--- config.mk ---
export PLATFORM = sky130hd
export DESIGN_NAME = btn_conditioner
export DESIGN_NICKNAME = d
export VERILOG_FILES = /design/src/rtl/btn_conditioner.sv
export SDC_FILE = /design/constraint.sdc
export NUM_CORES = 1
export LEC_CHECK = 0
export ABC_AREA = 1
export CAP_MARGIN = 10
export CORE_MARGIN = 2
export CORE_UTILIZATION = 52
export CTS_CLUSTER_SIZE = 20
export DETAILED_ROUTE_END_ITERATION = 16
export GPL_TIMING_DRIVEN = 1
export HOLD_SLACK_MARGIN = 0.06
export PLACE_DENSITY = 0.74
export SLEW_MARGIN = 10
export SYNTH_ARGS = -nofsm -noshare
export SYNTH_HDL_FRONTEND = slang
export SYNTH_SLANG_ARGS = --single-unit
export TNS_END_PERCENT = 10
--- constraint.sdc ---
create_clock -name Clk -period 5.6 [get_ports Clk]
set_input_delay 0.56 -clock Clk [delete_from_list [all_inputs] [get_ports Clk]]
set_output_delay 0.56 -clock Clk [all_outputs]
set_load 0.005 [all_outputs]
--- src/rtl/btn_conditioner.sv ---
// Multi-channel pushbutton conditioner: synchroniser, debounce FSM and
// press / typematic / hold / release pulse generation per channel.
module btn_conditioner #(
  parameter int NCH           = 5,
  parameter int SYNC_STAGES   = 2,
  parameter int DEB_CYC       = 2**15,
  parameter int REPEAT_DELAY  = 2**22,
  parameter int REPEAT_PERIOD = 2**20
) (
  input  logic           Clk,
  input  logic           Reset,
  input  logic [NCH-1:0] pb,
  input  logic [NCH-1:0] rpt_en,
  output logic [NCH-1:0] dpb,
  output logic [NCH-1:0] scen,
  output logic [NCH-1:0] mcen,
  output logic [NCH-1:0] ccen,
  output logic [NCH-1:0] rel
);

  localparam int RMAX = (REPEAT_DELAY > REPEAT_PERIOD) ?
                        REPEAT_DELAY : REPEAT_PERIOD;
  localparam int DW = $clog2(DEB_CYC + 1);
  localparam int RW = $clog2(RMAX + 1);
  localparam int PW = $clog2(REPEAT_PERIOD + 1);

  localparam logic [DW-1:0] DEB_MAX = DW'(DEB_CYC);
  localparam logic [DW-1:0] DEB_ONE = DW'(1);
  localparam logic [RW-1:0] RPT_DLY = RW'(REPEAT_DELAY);
  localparam logic [RW-1:0] RPT_PER = RW'(REPEAT_PERIOD);
  localparam logic [RW-1:0] RPT_ONE = RW'(1);
  localparam logic [PW-1:0] PER_VAL = PW'(REPEAT_PERIOD);
  localparam logic [PW-1:0] PER_ONE = PW'(1);

  typedef enum logic [1:0] {
    IDLE,
    PDEB,
    HELD,
    RDEB
  } state_t;

  logic [NCH-1:0] sync [SYNC_STAGES];
  logic [NCH-1:0] s;
  state_t         st      [NCH];
  logic [DW-1:0]  deb_cnt [NCH];
  logic [RW-1:0]  rpt_cnt [NCH];
  logic [PW-1:0]  per_cnt [NCH];

  assign s = sync[SYNC_STAGES-1];

  always_ff @(posedge Clk) begin
    if (Reset) begin
      for (int k = 0; k < SYNC_STAGES; k++) begin
        sync[k] <= '0;
      end
      for (int c = 0; c < NCH; c++) begin
        st[c]      <= IDLE;
        deb_cnt[c] <= '0;
        rpt_cnt[c] <= '0;
        per_cnt[c] <= '0;
      end
      dpb  <= '0;
      scen <= '0;
      mcen <= '0;
      ccen <= '0;
      rel  <= '0;
    end else begin
      sync[0] <= pb;
      for (int k = 1; k < SYNC_STAGES; k++) begin
        sync[k] <= sync[k-1];
      end
      for (int c = 0; c < NCH; c++) begin
        scen[c] <= 1'b0;
        mcen[c] <= 1'b0;
        ccen[c] <= 1'b0;
        rel[c]  <= 1'b0;
        unique case (st[c])
          IDLE: begin
            if (s[c]) begin
              st[c]      <= PDEB;
              deb_cnt[c] <= DEB_ONE;
            end
          end
          PDEB: begin
            if (!s[c]) begin
              st[c] <= IDLE;
            end else if (deb_cnt[c] == DEB_MAX) begin
              st[c]      <= HELD;
              dpb[c]     <= 1'b1;
              scen[c]    <= 1'b1;
              mcen[c]    <= 1'b1;
              ccen[c]    <= 1'b1;
              rpt_cnt[c] <= RPT_DLY;
              per_cnt[c] <= PER_VAL;
            end else begin
              deb_cnt[c] <= deb_cnt[c] + DEB_ONE;
            end
          end
          HELD: begin
            // Counters still run on the cycle that spots the release.
            if (per_cnt[c] == PER_ONE) begin
              ccen[c]    <= 1'b1;
              per_cnt[c] <= PER_VAL;
            end else begin
              per_cnt[c] <= per_cnt[c] - PER_ONE;
            end
            if (rpt_cnt[c] == RPT_ONE) begin
              mcen[c]    <= rpt_en[c];
              rpt_cnt[c] <= RPT_PER;
            end else begin
              rpt_cnt[c] <= rpt_cnt[c] - RPT_ONE;
            end
            if (!s[c]) begin
              st[c]      <= RDEB;
              deb_cnt[c] <= DEB_ONE;
            end
          end
          RDEB: begin
            if (s[c]) begin
              st[c] <= HELD;
            end else if (deb_cnt[c] == DEB_MAX) begin
              st[c]  <= IDLE;
              dpb[c] <= 1'b0;
              rel[c] <= 1'b1;
            end else begin
              deb_cnt[c] <= deb_cnt[c] + DEB_ONE;
            end
          end
          default: st[c] <= IDLE;
        endcase
      end
    end
  end

endmodule

Yosys cells after proc, flatten, opt, wreduce, memory -nomap -nowiden
Memories as Yosys holds them, arrays and structs flattened.
Cells that the tools add are included.
{"block": "op_classes", "eq_ne": 50, "bitwise": 82, "n_reduce_logical": 15, "n_mux": 365, "n_addsub": 15}
{"op": "$mux 23", "n": 15}
{"op": "$mux 16", "n": 20}
{"op": "$mux 21", "n": 15}
{"op": "$mux 1", "n": 268}
{"op": "$eq 23x1->1 const B", "n": 5}
{"op": "$sub 23x1->23 const B", "n": 5}
{"op": "$eq 21x1->1 const B", "n": 5}
{"op": "$sub 21x1->21 const B", "n": 5}
{"op": "$or 1x1->1", "n": 82}
{"op": "$add 16x1->16 const B", "n": 5}
{"op": "$eq 16x16->1 const B", "n": 5}
{"op": "$mux 2", "n": 30}
{"op": "$ne 2x2->1 const B", "n": 20}
{"op": "$pmux 1 s2", "n": 15}
{"op": "$reduce_and 5->1", "n": 5}
{"op": "$eq 2x2->1 const B", "n": 10}
{"op": "$eq 2x1->1 const B", "n": 5}
{"op": "$logic_not 2->1", "n": 5}
{"op": "$mux 5", "n": 2}
{"op": "$reduce_bool 2->1", "n": 5}
{"block": "word_totals", "output_inout_bits": 25, "regBits": 25, "mem_bits_rw": 320, "memories": 5}
{"memory": "rpt_cnt", "depth": 5, "word_bits": 23, "read_ports": 5, "rd_clocked_by_memory_dff": 0, "wr": 5, "line": "46", "rtl": "logic [RW-1:0] rpt_cnt [NCH];"}
{"memory": "per_cnt", "depth": 5, "word_bits": 21, "read_ports": 5, "rd_clocked_by_memory_dff": 0, "wr": 5, "line": "47", "rtl": "logic [PW-1:0] per_cnt [NCH];"}
{"memory": "deb_cnt", "depth": 5, "word_bits": 16, "read_ports": 5, "rd_clocked_by_memory_dff": 0, "wr": 5, "line": "45", "rtl": "logic [DW-1:0] deb_cnt [NCH];"}
{"memory": "st", "depth": 5, "word_bits": 2, "read_ports": 5, "rd_clocked_by_memory_dff": 0, "wr": 5, "line": "44", "rtl": "state_t st [NCH];"}
{"memory": "sync", "depth": 2, "word_bits": 5, "read_ports": 2, "rd_clocked_by_memory_dff": 0, "wr": 2, "line": "42", "rtl": "logic [NCH-1:0] sync [SYNC_STAGES];"}

Depth between registers and ports, before layout
Gate-level depths: netlist of run 1.
{"block": "depth", "word_depth": 10, "ltp_mapped": 14}

Least setup slack after synthesis of run 1
Ideal clock, no wire load.
{"block": "synth_timing", "path_kind": "in2reg", "startpoint": "input Reset", "endpoint": "memory rpt_cnt[4][0] (netlist name), enable pin", "n_path_buf": 3, "setup_ps": 480, "cell_stages": 5, "t_arrival_ps": 1909, "setup_slack_ps": 3211, "cell_sequence": "inv_2 > buf_2 > buf_2 > buf_1 > nand3_1"}
{"element": "start: declaration", "line": "11", "rtl": "input logic Reset,"}
{"element": "end: declaration", "line": "46"}

==> out/metrics.cfg, run 1 <==
[finish]
final_nets=2457
insertedDiodeCount=0
drive_gt1_share_pct=5.65
syn_to_final_growth_pct=11.2
final.fill_count=3273

[floorplanning]
ios=37
initial_core_util_pct=52.9
row_count=71
coreArea_um2=37800
die-area_um2=40000
die_x_um=200
die_y_um=200

[timing]
finalMaxSlewViolations=0
setup_violations=0
fmax_mhz=326
tns_ns=0
slew-limit-headroom_pct=24.7
tightest_slew_ns=1.13
period_minus_slack_ns=3.07
layout_worst_path_cycle_share_pct=54.8
hold_viol=0
skew_ns=0.0122
rsz0062_at_grt=no

[worst_setup_path]
cp-startpoint=Reset
arrival_ns=3.04
r2r_start=st[4][0]
cp-end-kind=flop
critPathRequiredTime_ns=5.57
crit_fanout=31
critPathKind=primary input to flop
crit_path_start_kind=primary input
r2r_cells=7

[synthesis]
yosysSeqAreaShare_pct=50.2
ys.flop_type=edfxtp_1
netlist_instances=2346
synth_cell_types=48
syn_area_um2=20000
synth_seq_cells=345
synth_nets=2408
avgSynthCellArea_um2=8.51
synth_edf_count=310
synthArstFlopShare_pct=0
yosysWarnings=0

[cts]
clock_latency_ns=0.55
cts.repair.resized=0
cts_root_buf=clkbuf_16
cts_tree=yes
numCtsBuffers=40
cts_max_level=2
cts_buffer_depth=3
cts.sinks=345
cts_hold_buf=0
post_cts_buffers=0
path_clk_slew_ns=0.06

[outcome]
outcome=finished clean

[detailed_routing]
wl_per_cell_um=13.7
drt-total-wl_um=40200
antenna_left=0
vias=15500
drc=0
drt_first_pass_iters=8
drt-initial-drc-count=1039
avgViaCountPerCell=5.29

[global_route]
grt_use_total_pct=20.4
grt_pass1_wl_um=67200
grt_max_degree=32
antenna_found_initial=0
grt_pass1_vias=14900
gr-total-overflow=0

[power_and_ir_drop]
p_leak_uw=0.00877
peakVddDrop_mv=0.216
p_total_uw=8020
powerDensity_nw_per_um2=362

[placement]
dp_hpwl_um=28200
gp_congestion=0.909
io_buffers=36

[hold_path]
min_path_cells=2
hp-class=flop to flop
min_from=sync[0][4]

[job]
maxCapViolations=0

layout by cell type, fill, tap and decap left out, drive strengths merged, types with 46 or more instances in the layout:
cell type | synthesis | final
ha | 50 | 50
nand4 | 60 | 60
clkbuf | 5 | 56
xor2 | 103 | 103
o21ai | 46 | 46
nor2 | 494 | 494
edfxtp | 310 | 310
inv | 318 | 318
a21oi | 128 | 128
nor3 | 85 | 85
nand3 | 127 | 127
nand2 | 392 | 392
power by group:
part           switching [uW]  internal [uW]  total (uW)  leakage (uW)
combinational            1100            524        1630       0.00459
sequential                341           3320        3660       0.00352
clock                    1040           1690        2730      0.000662
total                    2480           5540        8020       0.00877
cell type report:
class	instances	area [um^2]	share of cell area [%]
inverters	318	1190	5.38
well taps	511	639	2.88
clock inverters	16	244	1.10
repair buffers	39	378	1.70
flip-flops and latches	345	10000	45.1
clock buffers	56	1130	5.10
multi-input cells	1651	8590	38.7
routing by layer:
| metal | share of wire [%] | wire, um | track usage [%] |
|---|---|---|---|
| met1 | 45 | 18200 | 25.9 |
| met2 | 47 | 18800 | 34.6 |
| met3 | 4.1 | 1630 | 3.01 |
| met4 | 3.7 | 1480 | 9.33 |
| met5 | 0 | 0 | 0 |
logic make-up after synthesis:
logic type | count (synthesis) | synth area share [%]
xor gates and xnor gates | 136 | 5.97
DFF | 345 | 50.2
adders and majority gates | 50 | 3.14
buffers and inverters | 350 | 6.83
and+or+nand+nor | 1253 | 28.0
AOI/OAI and AO/OA | 212 | 5.85
flip-flops by register name (all words and copies together) (netlist names):
name and cells:
rel 5, mcen 5, rpt_cnt 115, dpb 5, scen 5, per_cnt 105, st 10, sync 10
deb_cnt 80, ccen 5
critical path, cell delays in order:
cell and delay, ns:
buf_2 0.55, inv_2 0.44, buf_4 0.31, nand4_1 0.28, nand3_1 0.86
cell usage after synthesis (2+ instances only):
| cell | count | area [um^2] |
|---|---|---|
| o21ai_2 | 3 | 26.3 |
| nor2_4 | 6 | 67.6 |
| clkbuf_1 | 5 | 18.8 |
| nand4_1 | 60 | 375 |
| nand2_2 | 5 | 31.3 |
| or2_0 | 6 | 37.5 |
| dfxtp_1 | 35 | 701 |
| buf_2 | 22 | 110 |
| o21ai_0 | 42 | 210 |
| xnor2_1 | 33 | 289 |
| nand3_2 | 3 | 30.0 |
| nor4_2 | 2 | 25.0 |
| buf_6 | 2 | 22.5 |
| nor3b_2 | 2 | 25.0 |
| buf_4 | 2 | 15.0 |
| o21bai_1 | 2 | 15.0 |
| or2_2 | 23 | 144 |
| nor2_1 | 481 | 1810 |
| nand3b_1 | 12 | 90.1 |
| a21oi_1 | 128 | 641 |
| o21a_1 | 17 | 128 |
| nor3_4 | 2 | 32.5 |
| nand3_1 | 124 | 621 |
| nor3_1 | 70 | 350 |
| a221oi_1 | 2 | 17.5 |
| nand2_1 | 387 | 1450 |
| and2_1 | 6 | 37.5 |
| ha_1 | 50 | 626 |
| nor2_2 | 7 | 43.8 |
| o31ai_1 | 6 | 45.0 |
| inv_2 | 3 | 11.3 |
| nor4_1 | 24 | 150 |
| xor2_1 | 103 | 902 |
| nor3_2 | 13 | 130 |
| edfxtp_1 | 310 | 9310 |
| inv_1 | 315 | 1180 |
| a31oi_1 | 5 | 31.3 |
| nor3b_1 | 18 | 135 |
path summary, 6_finish.rpt:
path / end / slack [ns]
worst max-delay path: rpt_cnt[0][7] / 2.53
worst min register to register: sync[0][9] / 0.41
worst max register to register: deb_cnt[4][10] / 2.89
worst min-delay path: sync[0][9] / 0.41
metrics by stage:
stage | area (um^2) | utilization [%] | setup slack, ns | instances | hold slack [ns]
final | 22200 | 58.8 | 2.53 | 2936 | 0.410
after global routing | 22200 | 58.8 | 2.29 | 2936 | 0.420
after global placement | 20800 | 55.1 | 2.06 | 2864 | 0.391
after detailed placement | 20800 | 55.1 | 1.94 | 2864 | 0.405
after CTS | 22200 | 58.8 | 2.54 | 2936 | 0.407
after floorplan | 20000 | - | 3.21 | 2346 | 0.388
(Power assumes the default switching activity.)
==> run 2, diff against run 1 <==
==> constraint.sdc (replaced) <==
create_clock -name Clk -period 3.2 [get_ports Clk]
set_input_delay 0.32 -clock Clk [delete_from_list [all_inputs] [get_ports Clk]]
set_output_delay 0.32 -clock Clk [all_outputs]
set_load 0.005 [all_outputs]
==> out/metrics.cfg, run 2 (synthesis gave the netlist of run 1 again) <==
[outcome]
outcome=finished clean

[worst_setup_path]
cp-end-kind=flop
arrival_ns=2.38
r2r_start=deb_cnt[1][0]
critPathKind=flop to flop
crit_top_cell=nand2_1
critPathRequiredTime_ns=3.23
critPathMaxStageDelay_ns=0.67
crit_path_start_kind=flop
crit_fanout=16
cp_cell_sequence=inv_1, ha_1, nand3b_1, nor2_1, nand2_1, nand2_1, nand4_1
critPathSlowestCell=nand4_1
cp-startpoint=deb_cnt[1][0]

[timing]
fmax_mhz=425
skew_ns=0.0225
hold_viol=0
tightest_slew_ns=1.03
setup_violations=0
slew-limit-headroom_pct=31.1
tns_ns=0
finalMaxSlewViolations=0
layout_worst_path_cycle_share_pct=73.5
rsz0062_at_grt=no
period_minus_slack_ns=2.35

[global_route]
grt_busiest_layer=met2
grt_use_met3_pct=3.02
grt_use_total_pct=20.4
grt_pass1_vias=14700
grt_max_degree=24
gr-total-overflow=0
grt_pass1_wl_um=67200
antenna_found_initial=0
gr-usage-met1_pct=27.1
grt_util_met2_pct=34.1

[cts]
post_cts_buffers=0
numCtsBuffers=39
cts_buffer_depth=3
cts_root_buf=clkbuf_16
cts_max_level=2
clock_latency_ns=0.55
cts.sinks=345
cts_tree=yes
cts_hold_buf=0
path_clk_slew_ns=0.06
cts.repair.resized=0

[finish]
final.fill_count=3211
final_common_cell=nor2_1
insertedDiodeCount=0
top_register=rpt_cnt
drive_gt1_share_pct=5.86
largest_register_ffs=115
syn_to_final_growth_pct=11.0
reg_top3=rpt_cnt: 115 flops, per_cnt: 105 flops, deb_cnt: 80 flops
fin_area_um2=22100
final_nets=2471
layout_common_cells=nor2_1 (481), nand2_1 (387), inv_1 (315)

[power_and_ir_drop]
peakVddDrop_mv=0.471
p_leak_uw=0.00878
powerDensity_nw_per_um2=614

[floorplanning]
initial_core_util_pct=52.9
die-area_um2=40000
row_count=71
ios=37
die_y_um=200
coreArea_um2=37800
die_x_um=200

[placement]
gp_congestion=0.898
dp_hpwl_um=28300
io_buffers=36
dpl_cell_area_um2=20900

[detailed_routing]
drt-initial-drc-count=828
drc=0
drt-total-wl_um=39500
avgViaCountPerCell=5.25
drt_first_pass_iters=5
antenna_left=0
wl_per_cell_um=13.4
vias=15500

[hold_path]
hp-class=primary input to flop
min_from=Reset

[job]
maxCapViolations=0

[run 2: cell types whose count changed in the layout (fill, tap and decap cells not counted), sizes merged]
cell      delta
buf         +15
bufinv       -3
clkbuf       -3
clkinv       +6
clkinvlp     -4
inv          +3
[run 2: final timing paths]
kind	end	slack, ns	cells after the start
worst min register to register	sync[0][6]	0.40	2
worst min-delay path	sync[0][6]	0.13	2
worst max-delay path	deb_cnt[1][6]	0.85	7
worst max register to register	deb_cnt[1][6]	0.85	7
[run 2: stage by stage]
stage / power (uW) / setup WS [ns] / hold WS (ns) / instances / util (%)
floorplan: 8560 / 1.05 / 0.388 / 2346 / -
global placement: 9200 / 0.871 / 0.392 / 2879 / 55.4
detailed placement: 9320 / 0.786 / 0.393 / 2879 / 55.4
CTS: 13700 / 0.787 / 0.105 / 2950 / 58.7
global route: 14400 / 0.547 / 0.118 / 2950 / 58.7
finish: 13600 / 0.849 / 0.128 / 2950 / 58.7
[run 2: power breakdown]
part / leakage, uW / internal [uW] / switching [uW]
Combinational: 0.00466 / 944 / 1910
Sequential: 0.00352 / 5800 / 593
Clock: 0.000602 / 2560 / 1790
Total: 0.00878 / 9310 / 4290
[run 2: cell type report]
type / instances / area, um^2 / share of cell area (%)
sequential: 345 / 10000 / 45.2
multi-input combinational: 1651 / 8590 / 38.8
inverter: 318 / 1190 / 5.39
clock buffer: 53 / 1060 / 4.78
tap: 511 / 639 / 2.89
timing repair buffer: 54 / 490 / 2.21
clock inverter: 18 / 168 / 0.757
[run 2: critical path, delay by kind of cell (launching register included)]
kind                     cells  cell delay (ns)
AND/OR/NAND/NOR              5             1.18
buffers and inverters        1             0.10
adder cells (fa/ha/maj)      1             0.15
flip-flops                   1             0.41
[run 2: layer usage]
metal | share of wire (%) | vias to the layer above
met4 | 2.6 | 0
met3 | 4.0 | 72
li1 | - | 7901
met2 | 47 | 245
met5 | 0 | -
met1 | 46 | 7272
